`config.mk`:
```
export PLATFORM = sky130hd
export DESIGN_NAME = div_iter_ctrl
export DESIGN_NICKNAME = d
export VERILOG_FILES = /design/src/rtl/div_iter_ctrl.sv
export SDC_FILE = /design/constraint.sdc
export NUM_CORES = 1
export LEC_CHECK = 0
export ABC_AREA = 1
export BUFFER_PORTS_ARGS = -buffer_cell sky130_fd_sc_hd__buf_2
export CORE_MARGIN = 3
export CORE_UTILIZATION = 65
export CTS_BUF_LIST = sky130_fd_sc_hd__clkbuf_4
export DETAILED_ROUTE_END_ITERATION = 8
export GPL_TIMING_DRIVEN = 1
export PLACE_DENSITY = 0.85
export SLEW_MARGIN = 0
export SYNTH_ARGS = -nofsm -noshare
export SYNTH_HDL_FRONTEND = slang
export SYNTH_SLANG_ARGS = --single-unit
```
`constraint.sdc`:
```
create_clock -name clk -period 8.1 [get_ports clk]
set_input_delay 0.81 -clock clk [delete_from_list [all_inputs] [get_ports clk]]
set_output_delay 0.81 -clock clk [all_outputs]
set_load 0.01 [all_outputs]
```
`src/rtl/div_iter_ctrl.sv`:
```
`default_nettype none
// ============================================================================
// Module      : div_iter_ctrl
// Description : Iterative radix-2 restoring divider with its EX-stage
//               sequencer for div.w / div.wu / mod.w / mod.wu. One request is
//               accepted from ES. The divider then runs WIDTH iterations while
//               holding IS/ES through div_stall. It returns a registered
//               quotient or remainder with a one-cycle div_done pulse. A
//               flush aborts an in-flight divide.
// Ports       : clk        - clock, all state on rising edge
//               reset      - asynchronous active-high reset
//               div_req    - ES holds a valid divide (level, held while stalled)
//               div_signed - 1: signed (div.w/mod.w), 0: unsigned
//               div_mod    - 1: return remainder, 0: return quotient
//               div_src1   - dividend
//               div_src2   - divisor
//               flush      - kill in-flight divide
//               div_stall  - combinational stall to hazard unit
//               div_done   - registered one-cycle result-valid pulse
//               div_result - registered quotient/remainder, held until next done
// Config      : DIV_FAST_ZERO_EN - when defined, a divide by zero skips the
//               iterations and completes one cycle after acceptance.
// Revision    : 1.0 - initial release
// ============================================================================
module div_iter_ctrl #(
    parameter int WIDTH = 32
) (
    input  logic             clk,
    input  logic             reset,
    input  logic             div_req,
    input  logic             div_signed,
    input  logic             div_mod,
    input  logic [WIDTH-1:0] div_src1,
    input  logic [WIDTH-1:0] div_src2,
    input  logic             flush,
    output logic             div_stall,
    output logic             div_done,
    output logic [WIDTH-1:0] div_result
);

    localparam int              CW       = (WIDTH > 1) ? $clog2(WIDTH) : 1;
    localparam logic [CW-1:0]   LAST_CNT = CW'(WIDTH - 1);
    localparam logic [WIDTH-1:0] ONE     = {{(WIDTH-1){1'b0}}, 1'b1};

    typedef enum logic [1:0] {
        S_IDLE = 2'd0,
        S_CALC = 2'd1,
        S_DONE = 2'd2
    } state_t;

    state_t           state_q, state_d;
    logic [CW-1:0]    cnt_q, cnt_d;
    logic [WIDTH-1:0] rem_q, rem_d;       // partial remainder
    logic [WIDTH-1:0] quo_q, quo_d;       // dividend bits shift out MSB, quotient bits shift in LSB
    logic [WIDTH-1:0] dvs_q, dvs_d;       // divisor magnitude
    logic [WIDTH-1:0] src1_q, src1_d;     // raw dividend, returned as remainder on divide by zero
    logic [WIDTH-1:0] result_q, result_d;
    logic             s1_q, s1_d;
    logic             s2_q, s2_d;
    logic             sgn_q, sgn_d;
    logic             mod_q, mod_d;
    logic             zero_q, zero_d;
    logic             done_q, done_d;

    function automatic logic [WIDTH-1:0] negate(input logic [WIDTH-1:0] x);
        return ~x + ONE;
    endfunction

    // Operand magnitudes at acceptance
    logic [WIDTH-1:0] a_mag, b_mag;
    logic             b_zero;
    assign a_mag  = (div_signed & div_src1[WIDTH-1]) ? negate(div_src1) : div_src1;
    assign b_mag  = (div_signed & div_src2[WIDTH-1]) ? negate(div_src2) : div_src2;
    assign b_zero = (div_src2 == '0);

    // One restoring step. The trial difference is WIDTH+1 bits wide, so its
    // MSB is the borrow. The kept remainder is always below the divisor and
    // therefore fits back into WIDTH bits.
    logic [WIDTH:0]   shifted, trial;
    logic             qbit;
    logic [WIDTH-1:0] rem_step, quo_step;
    assign shifted  = {rem_q, quo_q[WIDTH-1]};
    assign trial    = shifted - {1'b0, dvs_q};
    assign qbit     = ~trial[WIDTH];
    assign rem_step = qbit ? trial[WIDTH-1:0] : shifted[WIDTH-1:0];
    assign quo_step = {quo_q[WIDTH-2:0], qbit};

    // Signed fix-up of the final step. The divide-by-zero values bypass it.
    logic [WIDTH-1:0] final_val;
    always_comb begin
        final_val = quo_step;
        if (zero_q) begin
            final_val = mod_q ? src1_q : '1;
        end else if (mod_q) begin
            final_val = (sgn_q & s1_q) ? negate(rem_step) : rem_step;
        end else begin
            final_val = (sgn_q & (s1_q ^ s2_q)) ? negate(quo_step) : quo_step;
        end
    end

    always_comb begin
        state_d  = state_q;
        cnt_d    = cnt_q;
        rem_d    = rem_q;
        quo_d    = quo_q;
        dvs_d    = dvs_q;
        src1_d   = src1_q;
        s1_d     = s1_q;
        s2_d     = s2_q;
        sgn_d    = sgn_q;
        mod_d    = mod_q;
        zero_d   = zero_q;
        done_d   = 1'b0;
        result_d = result_q;

        case (state_q)
            S_IDLE: begin
                if (div_req & ~flush) begin
                    cnt_d  = '0;
                    rem_d  = '0;
                    quo_d  = a_mag;
                    dvs_d  = b_mag;
                    src1_d = div_src1;
                    s1_d   = div_src1[WIDTH-1];
                    s2_d   = div_src2[WIDTH-1];
                    sgn_d  = div_signed;
                    mod_d  = div_mod;
                    zero_d = b_zero;
`ifdef DIV_FAST_ZERO_EN
                    if (b_zero) begin
                        state_d  = S_DONE;
                        done_d   = 1'b1;
                        result_d = div_mod ? div_src1 : '1;
                    end else begin
                        state_d = S_CALC;
                    end
`else
                    state_d = S_CALC;
`endif
                end
            end
            S_CALC: begin
                rem_d = rem_step;
                quo_d = quo_step;
                if (cnt_q == LAST_CNT) begin
                    state_d  = S_DONE;
                    done_d   = 1'b1;
                    result_d = final_val;
                end else begin
                    cnt_d = cnt_q + 1'b1;
                end
            end
            S_DONE: begin
                // div_req here belongs to the completing instruction
                state_d = S_IDLE;
                cnt_d   = '0;
            end
            default: begin
                state_d = S_IDLE;
                cnt_d   = '0;
            end
        endcase

        // A flush overrides everything: no completion, result untouched
        if (flush) begin
            state_d  = S_IDLE;
            cnt_d    = '0;
            done_d   = 1'b0;
            result_d = result_q;
        end
    end

    always_ff @(posedge clk or posedge reset) begin
        if (reset) begin
            state_q  <= S_IDLE;
            cnt_q    <= '0;
            rem_q    <= '0;
            quo_q    <= '0;
            dvs_q    <= '0;
            src1_q   <= '0;
            s1_q     <= 1'b0;
            s2_q     <= 1'b0;
            sgn_q    <= 1'b0;
            mod_q    <= 1'b0;
            zero_q   <= 1'b0;
            done_q   <= 1'b0;
            result_q <= '0;
        end else begin
            state_q  <= state_d;
            cnt_q    <= cnt_d;
            rem_q    <= rem_d;
            quo_q    <= quo_d;
            dvs_q    <= dvs_d;
            src1_q   <= src1_d;
            s1_q     <= s1_d;
            s2_q     <= s2_d;
            sgn_q    <= sgn_d;
            mod_q    <= mod_d;
            zero_q   <= zero_d;
            done_q   <= done_d;
            result_q <= result_d;
        end
    end

    assign div_stall  = ~flush & ((div_req & (state_q == S_IDLE)) | (state_q == S_CALC));
    assign div_done   = done_q;
    assign div_result = result_q;

endmodule
`default_nettype wire
```
== After elaboration in Yosys (flattened, before gate mapping) ==
Index checks and enable logic that the tools add are counted.

* Register bits after elaboration: 173
* Input port bits: 70
* Output and inout bits: 34

* $add $sub $neg: 6
* Equal/unequal tests: 6
* Multiplexer cells: 23
* Bitwise gates (word level): 15
* Reductions and logical operators: 8

{| class="wikitable"
|+ Operator list
! cell !! number
|-
| $mux 32 || 10
|-
| $add 32x1->32 const B || 4
|-
| $not 32->32 || 4
|-
| $pmux 32 s2 || 2
|-
| $sub 33x32->33 || 1
|-
| $logic_not 32->1 || 1
|-
| $mux 5 || 3
|-
| $pmux 5 s2 || 1
|-
| $ne 3x3->1 const B || 3
|-
| $reduce_and 2->1 || 4
|-
| $and 1x1->1 || 7
|-
| $mux 2 || 3
|-
| $add 5x1->5 const B || 1
|-
| $eq 5x5->1 const B || 1
|-
| $pmux 2 s2 || 1
|-
| $mux 1 || 3
|-
| $reduce_and 3->1 || 1
|-
| $eq 2x1->1 const B || 1
|-
| $logic_not 2->1 || 1
|-
| $ne 2x2->1 const B || 1
|-
| $not 1->1 || 2
|-
| $reduce_bool 2->1 || 1
|-
| $or 1x1->1 || 1
|-
| $xor 1x1->1 || 1
|}

== Depth between registers and ports, before layout ==
* Depth in word-level cells: 7
* Mapped depth: 35
* Mapped depth without buffers: 33

== Worst setup path after synthesis ==
Ideal clock, no wire load.

* Path type: flip-flop to flip-flop
* Start: reg quo_q[31]
* End: reg result_q[28], in the netlist div_result[28]
* Setup time: 0.117 ns
* Data arrival time: 3.742 ns
* Data required time: 7.983 ns
* Path slack: 4.241 ns
* Cell stages (with the launch flop): 34
* Buffers on the path: 2
* Clock period less this slack: 3.859 ns
* Cells stage by stage: dfrtp_1 > inv_1 > ha_1 > inv_1 > fa_1 > nand2_1 > nand2_1 > nand3_1 > nand2_2 > nand2_2 > nand2_2 > nand2_2 > nand3_1 > nand2_2 > buf_6 > buf_6 > ha_1 > inv_1 > nor4_2 > nand2_1 > nor2_1 > nand3_1 > nor2_1 > nand3_1 > nor2_1 > nand2_1 > nor2_1 > nand2_1 > a21oi_1 > nor2_1 > nor2_1 > nand2_1 > nand2_1 > nand2_1

* Word-level cells in the longest chain between the ends: 7
* Elaborated cells between the ends (all ways): 11

{| class="wikitable"
|+ RTL lines
! what !! line !! text
|-
| start, declared || 54 || <nowiki>logic [WIDTH-1:0] quo_q, quo_d;</nowiki>
|-
| start signal, assigned || 192 || <nowiki>quo_q <= quo_d;</nowiki>
|-
| $sub 33x32->33 || 83 || <nowiki>assign trial = shifted - {1'b0, dvs_q};</nowiki>
|-
| $mux 32 or $not 1->1 (tied branches) || 85, 84 ||
|-
| $not 32->32 || 66 || <nowiki>return ~x + ONE;</nowiki>
|-
| $add 32x1->32 || 66 ||
|-
| $mux 32 (on tied branches) || 95, 97 ||
|-
| $mux 32 * || 94 || <nowiki>end else if (mod_q) begin</nowiki>
|-
| $mux 32 * || 92 || <nowiki>if (zero_q) begin</nowiki>
|-
| end signal, assigned || 201 || <nowiki>result_q <= result_d;</nowiki>
|-
| end, declared || 57 || <nowiki>logic [WIDTH-1:0] result_q, result_d;</nowiki>
|}

Mark *: on every way between the ends. The rest lies on a longest branch, timed or not.
A chain may end at the register's enable or synchronous reset.

== Worst setup path in the final report ==
Same ends and word-level chain as after synthesis.

==> results_dict.tcl <==
set metrics [dict create \
    status "finished clean" \
    pre_cts_slack_ns 3.57 \
    dpl.hpwl_mm 32.2 \
    overflow 0 \
    combPwrFrac 0.709 \
    dieArea_sq_um 23200 \
    cts_tree "yes" \
    numCtsBuffers 17 \
    die_h_um 152 \
    worst_path_most_repeated_cell "nand2_1" \
    syn_avg_cell_area_sq_um 6.24 \
    p_int_uw 2680 \
    area_growth_pct 5.99 \
    post_cts_buffers 0 \
    antenna_left 0 \
    slowest_delay_ns 0.42 \
    hold_viol_final 0 \
    synth_nets 2333 \
    core_area_sq_um 20600 \
    async_flop_share 1.00 \
    finalMaxSlewViolations 0 \
    synthTopCellsByArea "dfrtp_1, nand2_1, inv_1, nand3_1, nor2_1" \
    maxCapViolations 0 \
    arrival_ns 5.24 \
    relSlewSlack 0.183 \
    place_area_sq_um 14400 \
    timing.setup.tns_ns 0 \
    routedWlPerCell_um 16.9 \
    synth_edf_count 0 \
    holdBufCountCts 0 \
    ys_types 46 \
    track_usage 0.365 \
    grt_pass1_vias 13900 \
    grt_pass1_wl_mm 69.9 \
    cp-start-kind "flop" \
    first_iter_violations 1990 \
    layout-drive-gt1-share 0.0901 \
    clock_sinks 172 \
    cp_max_fo 11 \
    clockRootBuffer "clkbuf_4" \
    grt_max_degree 91 \
    die_x_um 152 \
    p_per_area_nw_per_um2 445 \
    yosysWarnings 0 \
    wl_mm 43.2 \
    finClkSkew_ns 0.0274 \
    port_buffers 103 \
    avgViaCountPerCell 5.91 \
    clkPwrFrac 0.079 \
    clkLatencyLatePin_ns 0.62 \
    place.gp.congestion 0.986 \
    p_switching_uw 3870 \
    timing.final.crit_share 0.580 \
    fmax_mhz 213 \
    cts_buffer_depth 2 \
    peakVddDrop_mv 0.248 \
    worst_slack_ns 3.40 \
    clkTransAtPathRegs_ns 0.17 \
    worstMarginPinSlew_ns 1.22 \
    slowest_stage "fa_1" \
    nets 2384 \
    ioPinCount 104 \
    share_seq_of_total_power 0.211 \
    fp-row-count 52 \
    setup_viol 0 \
    netlist.area_leader.share 0.310 \
    syn_inst 2224 \
    remaining_drc_errors 0 \
    p_sw_frac 0.591 \
    ys_seq_area_frac 0.310 \
    cts_max_level 4 \
    synth_area_sq_um 13900 \
    path_class "reg2reg" \
    cp-end-kind "flop" \
    synthFlopType "dfrtp_1" \
    rsz0062_at_grt "no" \
    synth_area_leader_cell "dfrtp_1" \
    drtPass1Iterations 8 \
    antenna_found_initial 1 \
    required_ns 8.63 \
    p_leak_uw 0.00804 \
    vias 15100 \
    hp-class "in2async" \
    ys_seq_elements 172 \
    initial_core_util 0.673 \
    cts_resized 0 \
    post-route-min-period_ns 4.70 \
    final_area_sq_um 14700 \
]
==> worst paths after layout <==
check                                            from                         end  slack (ns)  depth (start not counted)
max reg2reg                     quo_q[31]$_DFFE_PP0P_  div_result[28]$_DFFE_PP0P_        3.40                         31
min reg2reg                div_result[28]$_DFFE_PP0P_  div_result[28]$_DFFE_PP0P_        0.50                          2
max                             quo_q[31]$_DFFE_PP0P_  div_result[28]$_DFFE_PP0P_        3.40                         31
max in group asynchronous                       reset           mod_q$_DFFE_PP0P_        6.14                          3
min in group clk                         div_src1[22]       quo_q[22]$_DFFE_PP0P_        0.40                          2
min                                             reset       dvs_q[25]$_DFFE_PP0P_        0.32                          2
==> final cells by class <==
cell class,count,area (sq um)
repair buffers,112,583
fillers,1847,5910
diodes,2,5.00
clock inverters,14,153
multi-input cells,1637,7940
clock buffers,17,128
inverters,335,1260
well taps,270,338
flip-flops and latches,172,4310
==> layout by cell type, fill, tap and decap left out, drive strengths merged, types with 33 or more instances in the layout <==
master / synthesis / routed
buf: 33 / 112
inv: 333 / 339
ha: 38 / 38
o22ai: 41 / 41
o21ai: 128 / 128
xor2: 43 / 43
a31oi: 33 / 33
dfrtp: 172 / 172
nand2: 793 / 793
a21oi: 55 / 55
nor2: 199 / 199
nand3: 176 / 176
==> critical path, delay by kind of cell, from the launching register on <==
| family | cells | cell delay [ns] |
|---|---|---|
| AOI/OAI and AO/OA | 1 | 0.14 |
| and+or+nand+nor | 24 | 3.11 |
| adders and majority gates | 3 | 0.76 |
| DFF | 1 | 0.39 |
| buffers and inverters | 3 | 0.24 |
==> registers in the layout (all words and copies together), names as in the netlist, 2 cells and up <==
register and count:
cnt_q 5, div_result 32, dvs_q 32, quo_q 32, rem_q 32, src1_q 32
state_q 2
==> per-layer routing <==
layer | wire length (um) | vias up | track usage
met5 | 0 | - | 0
met4 | 1330 | 0 | 0.110
met3 | 4230 | 130 | 0.0560
met2 | 18900 | 848 | 0.561
met1 | 18800 | 6938 | 0.539
li1 | - | 7201 | -
==> synthesized netlist by cell type (all sizes together) (13+ instances only) <==
cell,instances
a21oi,55
a31oi,33
buf,33
clkbuf,47
dfrtp,172
ha,38
inv,333
nand2,793
nand3,176
nand4,18
nor2,199
nor3,28
o21ai,128
o221ai,17
o22ai,41
o31ai,13
xor2,43
==> power groups by stage <==
stage / Sequential, uW / Combinational (uW) / Clock (uW)
after floorplan: 1310 / 3490 / 0
after global placement: 1370 / 4410 / 0
after detailed placement: 1390 / 4500 / 0
after CTS: 1370 / 4530 / 513
after global routing: 1410 / 5200 / 551
final: 1380 / 4640 / 519
==> stage by stage <==
step	total power (uW)	util	hold WS [ns]	instances
after floorplan	4800	-	0.443	2224
after global placement	5790	0.700	0.457	2526
after CTS	6410	0.713	0.373	2557
final	6550	0.714	0.323	2559
after detailed placement	5890	0.700	0.460	2526
after global routing	7160	0.714	0.388	2559
==> kinds of logic (layout without fill, tap and decap cells) <==
kind of cell / count (synthesis) / count (layout) / share of synthesized area
compound gates: 308 / 308 / 0.131
xor+xnor: 51 / 51 / 0.0322
fa+ha+maj: 39 / 39 / 0.0357
buf+inv: 415 / 478 / 0.118
flops: 172 / 172 / 0.310
other cells: 0 / 2 / 0
simple gates: 1239 / 1239 / 0.373
Note: power is estimated with default switching activity, not from simulation.
